`config.mk`:
```
export PLATFORM = sky130hd
export DESIGN_NAME = gpio_seq_ctrl
export DESIGN_NICKNAME = d
export VERILOG_FILES = /design/src/rtl/gpio_seq_pkg.sv /design/src/rtl/gpio_seq_ctrl.sv
export SDC_FILE = /design/constraint.sdc
export NUM_CORES = 1
export LEC_CHECK = 0
export CAP_MARGIN = 10
export CORE_MARGIN = 4
export CORE_UTILIZATION = 55
export CTS_CLUSTER_DIAMETER = 100
export DETAILED_ROUTE_END_ITERATION = 7
export DONT_BUFFER_PORTS = 1
export GPL_TIMING_DRIVEN = 0
export PLACE_DENSITY = 0.77
export SETUP_SLACK_MARGIN = 0.2
export SKIP_CTS_REPAIR_TIMING = 1
export SLEW_MARGIN = 20
export SYNTH_ARGS = -nofsm -noshare
export SYNTH_HDL_FRONTEND = slang
export SYNTH_SLANG_ARGS = --single-unit
export TNS_END_PERCENT = 20
```
`constraint.sdc`:
```
create_clock -name clk -period 11.5 [get_ports clk]
set_clock_uncertainty 0.1 [all_clocks]
set_input_delay 1.15 -clock clk [delete_from_list [all_inputs] [get_ports clk]]
set_output_delay 1.15 -clock clk [all_outputs]
set_load 0.1 [all_outputs]
```
`src/rtl/gpio_seq_pkg.sv`:
```
// Shared definitions for the gpio pattern sequencer: register map, CTRL/STATUS
// bit positions, the gpio DATA_OUT offset the sequencer writes to, and FSM states.
// No ports; imported by gpio_seq_ctrl and its bench.
package gpio_seq_pkg;

    // Sequencer register byte offsets (decoded on addr[4:2])
    localparam logic [7:0] SEQ_CTRL   = 8'h00;
    localparam logic [7:0] SEQ_STATUS = 8'h04;
    localparam logic [7:0] SEQ_IDX    = 8'h08;
    localparam logic [7:0] SEQ_PAT    = 8'h0C;
    localparam logic [7:0] SEQ_DLY    = 8'h10;

    // gpio peripheral register the sequencer drives
    localparam logic [7:0] GPIO_DATA_OUT_OFS = 8'h00;

    // CTRL bit positions
    localparam int CTRL_START = 0;
    localparam int CTRL_LOOP  = 1;
    localparam int CTRL_STOP  = 2;
    localparam int CTRL_IE    = 3;
    localparam int CTRL_ARM   = 4;
    localparam int CTRL_LEN   = 8;

    // STATUS bit positions
    localparam int STAT_BUSY = 0;
    localparam int STAT_DONE = 1;
    localparam int STAT_STEP = 8;

    typedef enum logic [1:0] {
        IDLE  = 2'd0,
        ISSUE = 2'd1,
        WAIT  = 2'd2
    } seq_state_t;

    // Word select used by the register decoder
    function automatic logic [2:0] reg_sel(input logic [7:0] ofs);
        return ofs[4:2];
    endfunction

endpackage

```
`src/rtl/gpio_seq_ctrl.sv`:
```
// Pattern sequencer + arbiter in front of the gpio register port: plays a
// table of {pattern, delay} steps into gpio DATA_OUT, CPU pass-through has priority.
// Latency: bus mux is combinational; step writes spaced delay+2 cycles apart.
// Backpressure: CPU access in the issue cycle defers (never drops) the sequencer write.
// Ports: clk/rst; s_* sequencer register port; c_* CPU gpio access; m_* gpio bus
// master; irq = done & CTRL.IE.
// Optional macro GPIO_SEQ_TRIG_EN: adds seq_trig input and CTRL.ARM trigger start.
module gpio_seq_ctrl
    import gpio_seq_pkg::*;
#(
    parameter int DEPTH = 8,
    parameter int DLY_W = 16
) (
    input  logic        clk,
    input  logic        rst,
`ifdef GPIO_SEQ_TRIG_EN
    input  logic        seq_trig,
`endif
    input  logic [7:0]  s_addr,
    input  logic        s_wr_en,
    input  logic        s_rd_en,
    input  logic [31:0] s_wdata,
    output logic [31:0] s_rdata,
    input  logic [7:0]  c_addr,
    input  logic        c_wr_en,
    input  logic        c_rd_en,
    input  logic [31:0] c_wdata,
    output logic [31:0] c_rdata,
    output logic [7:0]  m_addr,
    output logic        m_wr_en,
    output logic        m_rd_en,
    output logic [31:0] m_wdata,
    input  logic [31:0] m_rdata,
    output logic        irq
);

    localparam int IW = $clog2(DEPTH);

    localparam logic [2:0] SEL_CTRL   = reg_sel(SEQ_CTRL);
    localparam logic [2:0] SEL_STATUS = reg_sel(SEQ_STATUS);
    localparam logic [2:0] SEL_IDX    = reg_sel(SEQ_IDX);
    localparam logic [2:0] SEL_PAT    = reg_sel(SEQ_PAT);
    localparam logic [2:0] SEL_DLY    = reg_sel(SEQ_DLY);

    seq_state_t        state, state_nxt;
    logic [IW-1:0]     step, step_nxt;
    logic [DLY_W-1:0]  cnt, cnt_nxt;
    logic              loop_en, ie, done;
    logic [IW-1:0]     len, idx;
    logic              done_set, seq_wr, seq_drive;
    logic              arm_bit, trig_start;

    logic [31:0]       pat_tab [DEPTH];
    logic [DLY_W-1:0]  dly_tab [DEPTH];

    // Only addr[4:2] selects a register; the other address bits alias.
    logic unused_addr;
    assign unused_addr = ^{s_addr[7:5], s_addr[1:0]};

    logic [2:0] sel;
    logic wr_ctrl, wr_stat, wr_idx, wr_pat, wr_dly;
    logic start_wr, stop_wr, w1c_done;

    assign sel      = s_addr[4:2];
    assign wr_ctrl  = s_wr_en && (sel == SEL_CTRL);
    assign wr_stat  = s_wr_en && (sel == SEL_STATUS);
    assign wr_idx   = s_wr_en && (sel == SEL_IDX);
    assign wr_pat   = s_wr_en && (sel == SEL_PAT);
    assign wr_dly   = s_wr_en && (sel == SEL_DLY);
    assign start_wr = wr_ctrl && s_wdata[CTRL_START];
    assign stop_wr  = wr_ctrl && s_wdata[CTRL_STOP];
    assign w1c_done = wr_stat && s_wdata[STAT_DONE];

    logic cpu_act;
    assign cpu_act = c_wr_en | c_rd_en;

`ifdef GPIO_SEQ_TRIG_EN
    logic trig_q;
    // Rising edge of the (already synchronous) trigger acts as START.
    assign trig_start = seq_trig && !trig_q && arm_bit && (state == IDLE);

    always_ff @(posedge clk or posedge rst) begin
        if (rst) begin
            trig_q  <= 1'b0;
            arm_bit <= 1'b0;
        end else begin
            trig_q <= seq_trig;
            if (wr_ctrl)
                arm_bit <= s_wdata[CTRL_ARM];
            else if (trig_start)
                arm_bit <= 1'b0;
        end
    end
`else
    assign trig_start = 1'b0;
    assign arm_bit    = 1'b0;
`endif

    // Next-state logic
    always_comb begin
        state_nxt = state;
        step_nxt  = step;
        cnt_nxt   = cnt;
        done_set  = 1'b0;
        seq_wr    = 1'b0;
        unique case (state)
            IDLE: begin
                if (start_wr || trig_start) begin
                    state_nxt = ISSUE;
                    step_nxt  = '0;
                end
            end
            ISSUE: begin
                // Wait out any CPU access; the write happens in the first free cycle.
                if (!cpu_act) begin
                    seq_wr    = 1'b1;
                    cnt_nxt   = dly_tab[step];
                    state_nxt = WAIT;
                end
            end
            WAIT: begin
                if (cnt != '0) begin
                    cnt_nxt = cnt - DLY_W'(1);
                end else if (step != len) begin
                    step_nxt  = step + IW'(1);
                    state_nxt = ISSUE;
                end else if (loop_en) begin
                    step_nxt  = '0;
                    state_nxt = ISSUE;
                end else begin
                    state_nxt = IDLE;
                    done_set  = 1'b1;
                end
            end
            default: state_nxt = IDLE;
        endcase
        // STOP overrides everything, including a same-cycle START or issue.
        if (stop_wr) begin
            state_nxt = IDLE;
            seq_wr    = 1'b0;
            done_set  = 1'b0;
        end
    end

    // Reset also masks the drive so no write leaks out while rst is high.
    assign seq_drive = seq_wr && !rst;

    always_ff @(posedge clk or posedge rst) begin
        if (rst) begin
            state   <= IDLE;
            step    <= '0;
            cnt     <= '0;
            loop_en <= 1'b0;
            ie      <= 1'b0;
            len     <= '0;
            done    <= 1'b0;
            idx     <= '0;
        end else begin
            state <= state_nxt;
            step  <= step_nxt;
            cnt   <= cnt_nxt;
            // A completion in the same cycle as a clear keeps done set.
            done  <= done_set | (done & ~w1c_done);
            if (wr_ctrl) begin
                loop_en <= s_wdata[CTRL_LOOP];
                ie      <= s_wdata[CTRL_IE];
                len     <= s_wdata[CTRL_LEN +: IW];
            end
            if (wr_idx)
                idx <= s_wdata[IW-1:0];
            else if (wr_dly)
                idx <= idx + IW'(1);
        end
    end

    // Table storage has no reset.
    always_ff @(posedge clk) begin
        if (wr_pat)
            pat_tab[idx] <= s_wdata;
        if (wr_dly)
            dly_tab[idx] <= s_wdata[DLY_W-1:0];
    end

    // Register read mux
    always_comb begin
        s_rdata = '0;
        if (s_rd_en) begin
            unique case (sel)
                SEL_CTRL: begin
                    s_rdata[CTRL_LOOP]       = loop_en;
                    s_rdata[CTRL_IE]         = ie;
                    s_rdata[CTRL_ARM]        = arm_bit;
                    s_rdata[CTRL_LEN +: IW]  = len;
                end
                SEL_STATUS: begin
                    s_rdata[STAT_BUSY]       = (state != IDLE);
                    s_rdata[STAT_DONE]       = done;
                    s_rdata[STAT_STEP +: IW] = step;
                end
                SEL_IDX: s_rdata[IW-1:0]    = idx;
                SEL_PAT: s_rdata            = pat_tab[idx];
                SEL_DLY: s_rdata[DLY_W-1:0] = dly_tab[idx];
                default: s_rdata = '0;
            endcase
        end
    end

    // Bus arbitration: CPU first, then the sequencer issue, else idle.
    always_comb begin
        m_addr  = '0;
        m_wr_en = 1'b0;
        m_rd_en = 1'b0;
        m_wdata = '0;
        if (cpu_act) begin
            m_addr  = c_addr;
            m_wr_en = c_wr_en;
            m_rd_en = c_rd_en;
            m_wdata = c_wdata;
        end else if (seq_drive) begin
            m_addr  = GPIO_DATA_OUT_OFS;
            m_wr_en = 1'b1;
            m_wdata = pat_tab[step];
        end
    end

    assign c_rdata = m_rdata;
    assign irq     = done & ie;

endmodule

```
# Yosys cells after proc, flatten, opt, wreduce, memory -nomap -nowiden
# Memory sizes are Yosys's and may differ from the RTL's.
# Index checks and enable logic that the tools add are counted.
# totals
reg_bits	30
ram_bits	384
inputBits	118
out_inout_bits	107
elab_cells	97
memories	2
# mem_list
name	words	word_bits	read_ports	rd_ports_with_merged_regs	wr	line_no	source
pat_tab	8	32	2	0	1	gpio_seq_ctrl.sv:53	logic [31:0] pat_tab [DEPTH];
dly_tab	8	16	2	0	1	gpio_seq_ctrl.sv:54	logic [DLY_W-1:0] dly_tab [DEPTH];
# op_classes
addsub	3
eq_ne	15
mux	44
bitwise	5
reduce_logical	20
# ops
operator	n
$mux W32	3
$mux W16	3
$pmux W16 S2	1
$mux W3	6
$mux W1	17
$reduce_bool A16 Y1	1
$sub A16 B1 Y16 const B	1
$ne A3 B3 Y1 const B	4
$pmux W2 S3	2
$pmux W3 S2	2
$pmux W3 S4	1
$pmux W5 S2	1
$logic_and A1 B1 Y1	9
$mux W2	4
$mux W8	1
$ne A2 B2 Y1 const B	4
$reduce_bool A2 Y1	4
$add A3 B1 Y3 const B	2
$eq A3 B2 Y1 const B	2
$reduce_and A3 Y1	2
$pmux W1 S5	1
$pmux W1 S4	1
$reduce_and A4 Y1	1
$eq A3 B1 Y1 const B	1
11 further kinds	13

# Longest topological paths before layout
# logic_depth
ltp_word	7
depth_mapped	8
mapped_depth_nobuf	7

# Least setup slack after synthesis
# OpenSTA, ideal clock, no wires.
# synth_path
kind	input-to-output
start	input port s_wr_en
end	output port m_wdata[10]
arrival_ps	4261
required_time_ps	10250
path_slack_ps	5989
path_stages	6
path_buffers	1
path_cell_list	or3b_2 > nor2_4 > and2_1 > or3_1 > clkbuf_2 > o21ai_0
# synth_via
elab_chain_len	6
# synth_lines
item	line_no	source
start, declared	gpio_seq_ctrl.sv:20	input logic s_wr_en,
$logic_and A1 B1 Y1	gpio_seq_ctrl.sv:65	assign wr_ctrl = s_wr_en && (sel == SEL_CTRL);
$logic_and A1 B1 Y1	gpio_seq_ctrl.sv:71	assign stop_wr = wr_ctrl && s_wdata[CTRL_STOP];
$mux W1	gpio_seq_ctrl.sv:138	if (stop_wr) begin
$logic_and A1 B1 Y1	gpio_seq_ctrl.sv:146	assign seq_drive = seq_wr && !rst;
$mux W32	gpio_seq_ctrl.sv:219	end else if (seq_drive) begin
$mux W32	gpio_seq_ctrl.sv:214	if (cpu_act) begin
end, declared	gpio_seq_ctrl.sv:32	output logic [31:0] m_wdata,
# No other way between the ends.

# Worst setup path after layout
# layout_path
start	register idx[2]
end	output port s_rdata[24]
# layout_via
elab_chain_len	3
# layout_lines
item	line_no	source
start, declared	gpio_seq_ctrl.sv:49	logic [IW-1:0] len, idx;
start signal, assigned	gpio_seq_ctrl.sv:170	idx <= s_wdata[IW-1:0];
start signal, assigned	gpio_seq_ctrl.sv:172	idx <= idx + IW'(1);
$mem_v2 Z8 W32	n/a	
$mux W16	gpio_seq_ctrl.sv:188	unique case (sel)
$mux W32	gpio_seq_ctrl.sv:187	if (s_rd_en) begin
end, declared	gpio_seq_ctrl.sv:23	output logic [31:0] s_rdata,
# No other way between the ends.

==> metrics.md <==
| Metric | Value |
|---|---|
| Row count | between 60 and 70 |
| Post-synth EDFFs | between 300 and 400 |
| Dominant synthesized flop cell | edfxtp_1 |
| Initial antenna violation count | 0 |
| Root buf cell | clkbuf_16 |
| VDD IR max | 0.0001239 V |
| CTS buffer count | between 40 and 50 |
| Final Critical Period | approximately 5500 ps |
| DR vias | approximately 14000 |
| Core area | approximately 36000 um^2 |
| Initial drt markers | about 2500 |
| Max Cap Viol | 0 |
| Reg2reg path depth | 7 |
| Net Count, Synth | around 1400 |
| Die ar. | ~40000 um^2 |
| Async SR Flop Fraction | 7.246% |
| First-pass GRT wire length | between 90000 and 100000 um |
| Slew Limit Fails | 0 |
| Class of the worst hold path | reg2reg |
| Clk buf depth | 3 |
| Skew-Pair Late Insertion Delay | ~550 ps |
| Max FO, Critical Path | 10 |
| Vias in the first global route | about 14000 |
| Area growth, synth to finish | 14.25% |
| GPL Wtd Cong | 0.9724 |
| Most frequent cells in the layout | edfxtp_1, mux4_2, mux2i_1 |
| Tcrit/Tclk final | 47.97% |
| Endpoint, Worst Hold | cnt[10]$_DFFE_PP0P_ |
| CP Class | reg2out |
| Finish-stage setup viols | 0 |
| YS warnings | 0 |
| Worst Hold Launch | cnt[10]$_DFFE_PP0P_ |
| Pwr Density | approximately 190 nW/um^2 |
| I/O pin count | between 200 and 250 |
| Slew HR | between 20 and 25% |
| Congestion Overflow GR | 0 |
| Die Height | approximately 200 um |
| Ant diodes | 0 |
| Vias per std cell | between 7 and 8 |
| CP startpoint kind | register |
| Outcome | complete, but fails checks |
| Worst-Margin Slew | around 1200 ps |
| Total track usage | around 34% |
| Sum Neg Setup Slack | 0 ps |
| Unique masters post-synth | between 60 and 70 |
| Wirelength per Cell | 35.93 um |
| Crit path required time | 10250 ps |
| Critical path arrival | approximately 4300 ps |
| CTS tree | yes |
| Final Hold Viols | 0 |
| Final #Nets | ~1500 |
| Die Width | between 150 and 200 um |
| Layout cells sized above 1 | ~30% |
| Failing checks | design-rule violations |
| Yosys reg bits | 414 |
| Reg2reg end | dly_tab[5][11]$_DFFE_PP_ |
| Post-synthesis cell count | about 1300 |
| Pin count of the biggest net entering global routing | 31 |
| Pleak | 7.659 nW |
| Post-route ant nets | 0 |
| CTS HTree Levels | 2 |
| Mean Syn Cell Area | between 15 and 20 um^2 |
| Clock sinks | between 400 and 500 |
| Final WL | 68160 um |
| Post-DP HPWL | between 40000 and 50000 um |
| Fmax | around 180 MHz |
| DRC violation count after routing | 1 |
| Mapped Area | slightly above 20000 um^2 |
| First-pass iteration count of the detailed router | 8 |
| Placed cell areas | ~22000 um^2 |
| Initial Util | between 50% and 60% |
| Part of the Yosys area used for sequential elements | 61.05% |
| Reg2reg start | idx[0]$_DFFE_PP0P_ |
| Clk pin slew, worst setup/hold paths | around 60 ps |
| Input/output buffers | 0 |
| R2R Setup Slk | 7340 ps |
| Commonest non-fill, non-tap cell in the layout | edfxtp_1 |
| Worst Setup End Kind | output pin |
| RSZ-0062 raised after global routing | false |
| WHS Path Cells | 2 |
| Post-route cell area | between 20000 and 25000 um^2 |
[area by class of cell]
| class | instances | area [um^2] |
|---|---|---|
| clock inverters | 19 | 207.7 |
| inverters | 10 | 37.54 |
| well taps | 461 | 576.8 |
| repair buffers | 38 | 416.7 |
| plain buffers | 132 | 700.7 |
| flip-flops and latches | 414 | 12280 |
| clock buffers | 53 | 1166 |
| multi-input cells | 770 | 7596 |
| fillers | 2366 | 12840 |
[stage by stage]
stage	setup slack [ps]	utilization, %	power, mW	instances	hold slack [ps]
detailed placement	6401	60.25	3.032	1825	422.1
global placement	4178	57.76	2.947	1787	413.6
finish	5983	64.15	4.456	1897	438.4
global route	6014	64.15	4.547	1897	472.7
CTS	6159	64.08	4.395	1897	436.6
floorplan	5989	-	2.600	1326	380.2
[worst max path at each step]
stage | to | from | slack, ps
floorplan | m_wdata[10] | s_wr_en | 5990
CTS | s_rdata[6] | idx[0]$_DFFE_PP0P_ | 6160
detailed placement | m_wdata[6] | s_addr[3] | 6400
finish | s_rdata[24] | idx[2]$_DFFE_PP0P_ | 5980
global route | s_rdata[24] | idx[2]$_DFFE_PP0P_ | 6010
global placement | pat_tab[4][17]$_DFFE_PP_ | idx[2]$_DFFE_PP0P_ | 4180
[registers in the layout, indices dropped and copies added, names as in the netlist]
signal and cells:
loop_en 1, idx 3, step 3, done 1
ie 1, dly_tab 128, pat_tab 256, state 2
len 3, cnt 16
[cell families after synthesis]
kind of cell    synth area share, %
buf+inv                       3.651
mux                           19.78
fa+ha+maj                    0.1866
flops                         61.05
compound gates                9.149
xor+xnor                     0.1306
simple gates                  6.046
[metal layers]
layer	vias to the layer above	global-route usage (%)	part of all wire [%]
li1	5544	-	-
met1	7066	44.01	33
met2	1548	50.38	44
met3	286	13.24	18
met4	0	15.86	5.7
met5	-	0	0
[synth_stat cells (all sizes together), types with 7 or more instances]
master | count | area, um^2
nor3 | 18 | 90.09
buf | 88 | 528.0
nor2b | 12 | 75.07
a22oi | 30 | 225.2
o221ai | 9 | 78.83
clkbuf | 44 | 168.9
mux4 | 118 | 2658
mux2 | 41 | 461.7
inv | 9 | 33.78
nor2 | 64 | 247.7
a21oi | 42 | 210.2
dfrtp | 30 | 750.7
o21ai | 66 | 334.1
nor3b | 7 | 52.55
nand2 | 84 | 315.3
o22ai | 17 | 112.6
a22o | 12 | 105.1
a221oi | 49 | 429.2
a31oi | 7 | 43.79
mux2i | 86 | 860.8
edfxtp | 384 | 11530
and2 | 17 | 106.4
nand3 | 24 | 120.1
a221o | 8 | 80.08
[worst max-delay path: stages, from the launching register on]
cell and delay [ps]:
dfrtp_1 320, buf_2 210, buf_2 410, nor2b_1 600, clkbuf_1 770, a221oi_1 240
nor2_1 230, nor2_1 100, nor2_2 820
[report_power, final]
part / internal (mW) / switching [mW] / total, mW
Sequential: 1.70 / 0.0511 / 1.75
Combinational: 0.373 / 0.942 / 1.31
Clock: 0.824 / 0.565 / 1.39
(Power assumes the default switching activity.)
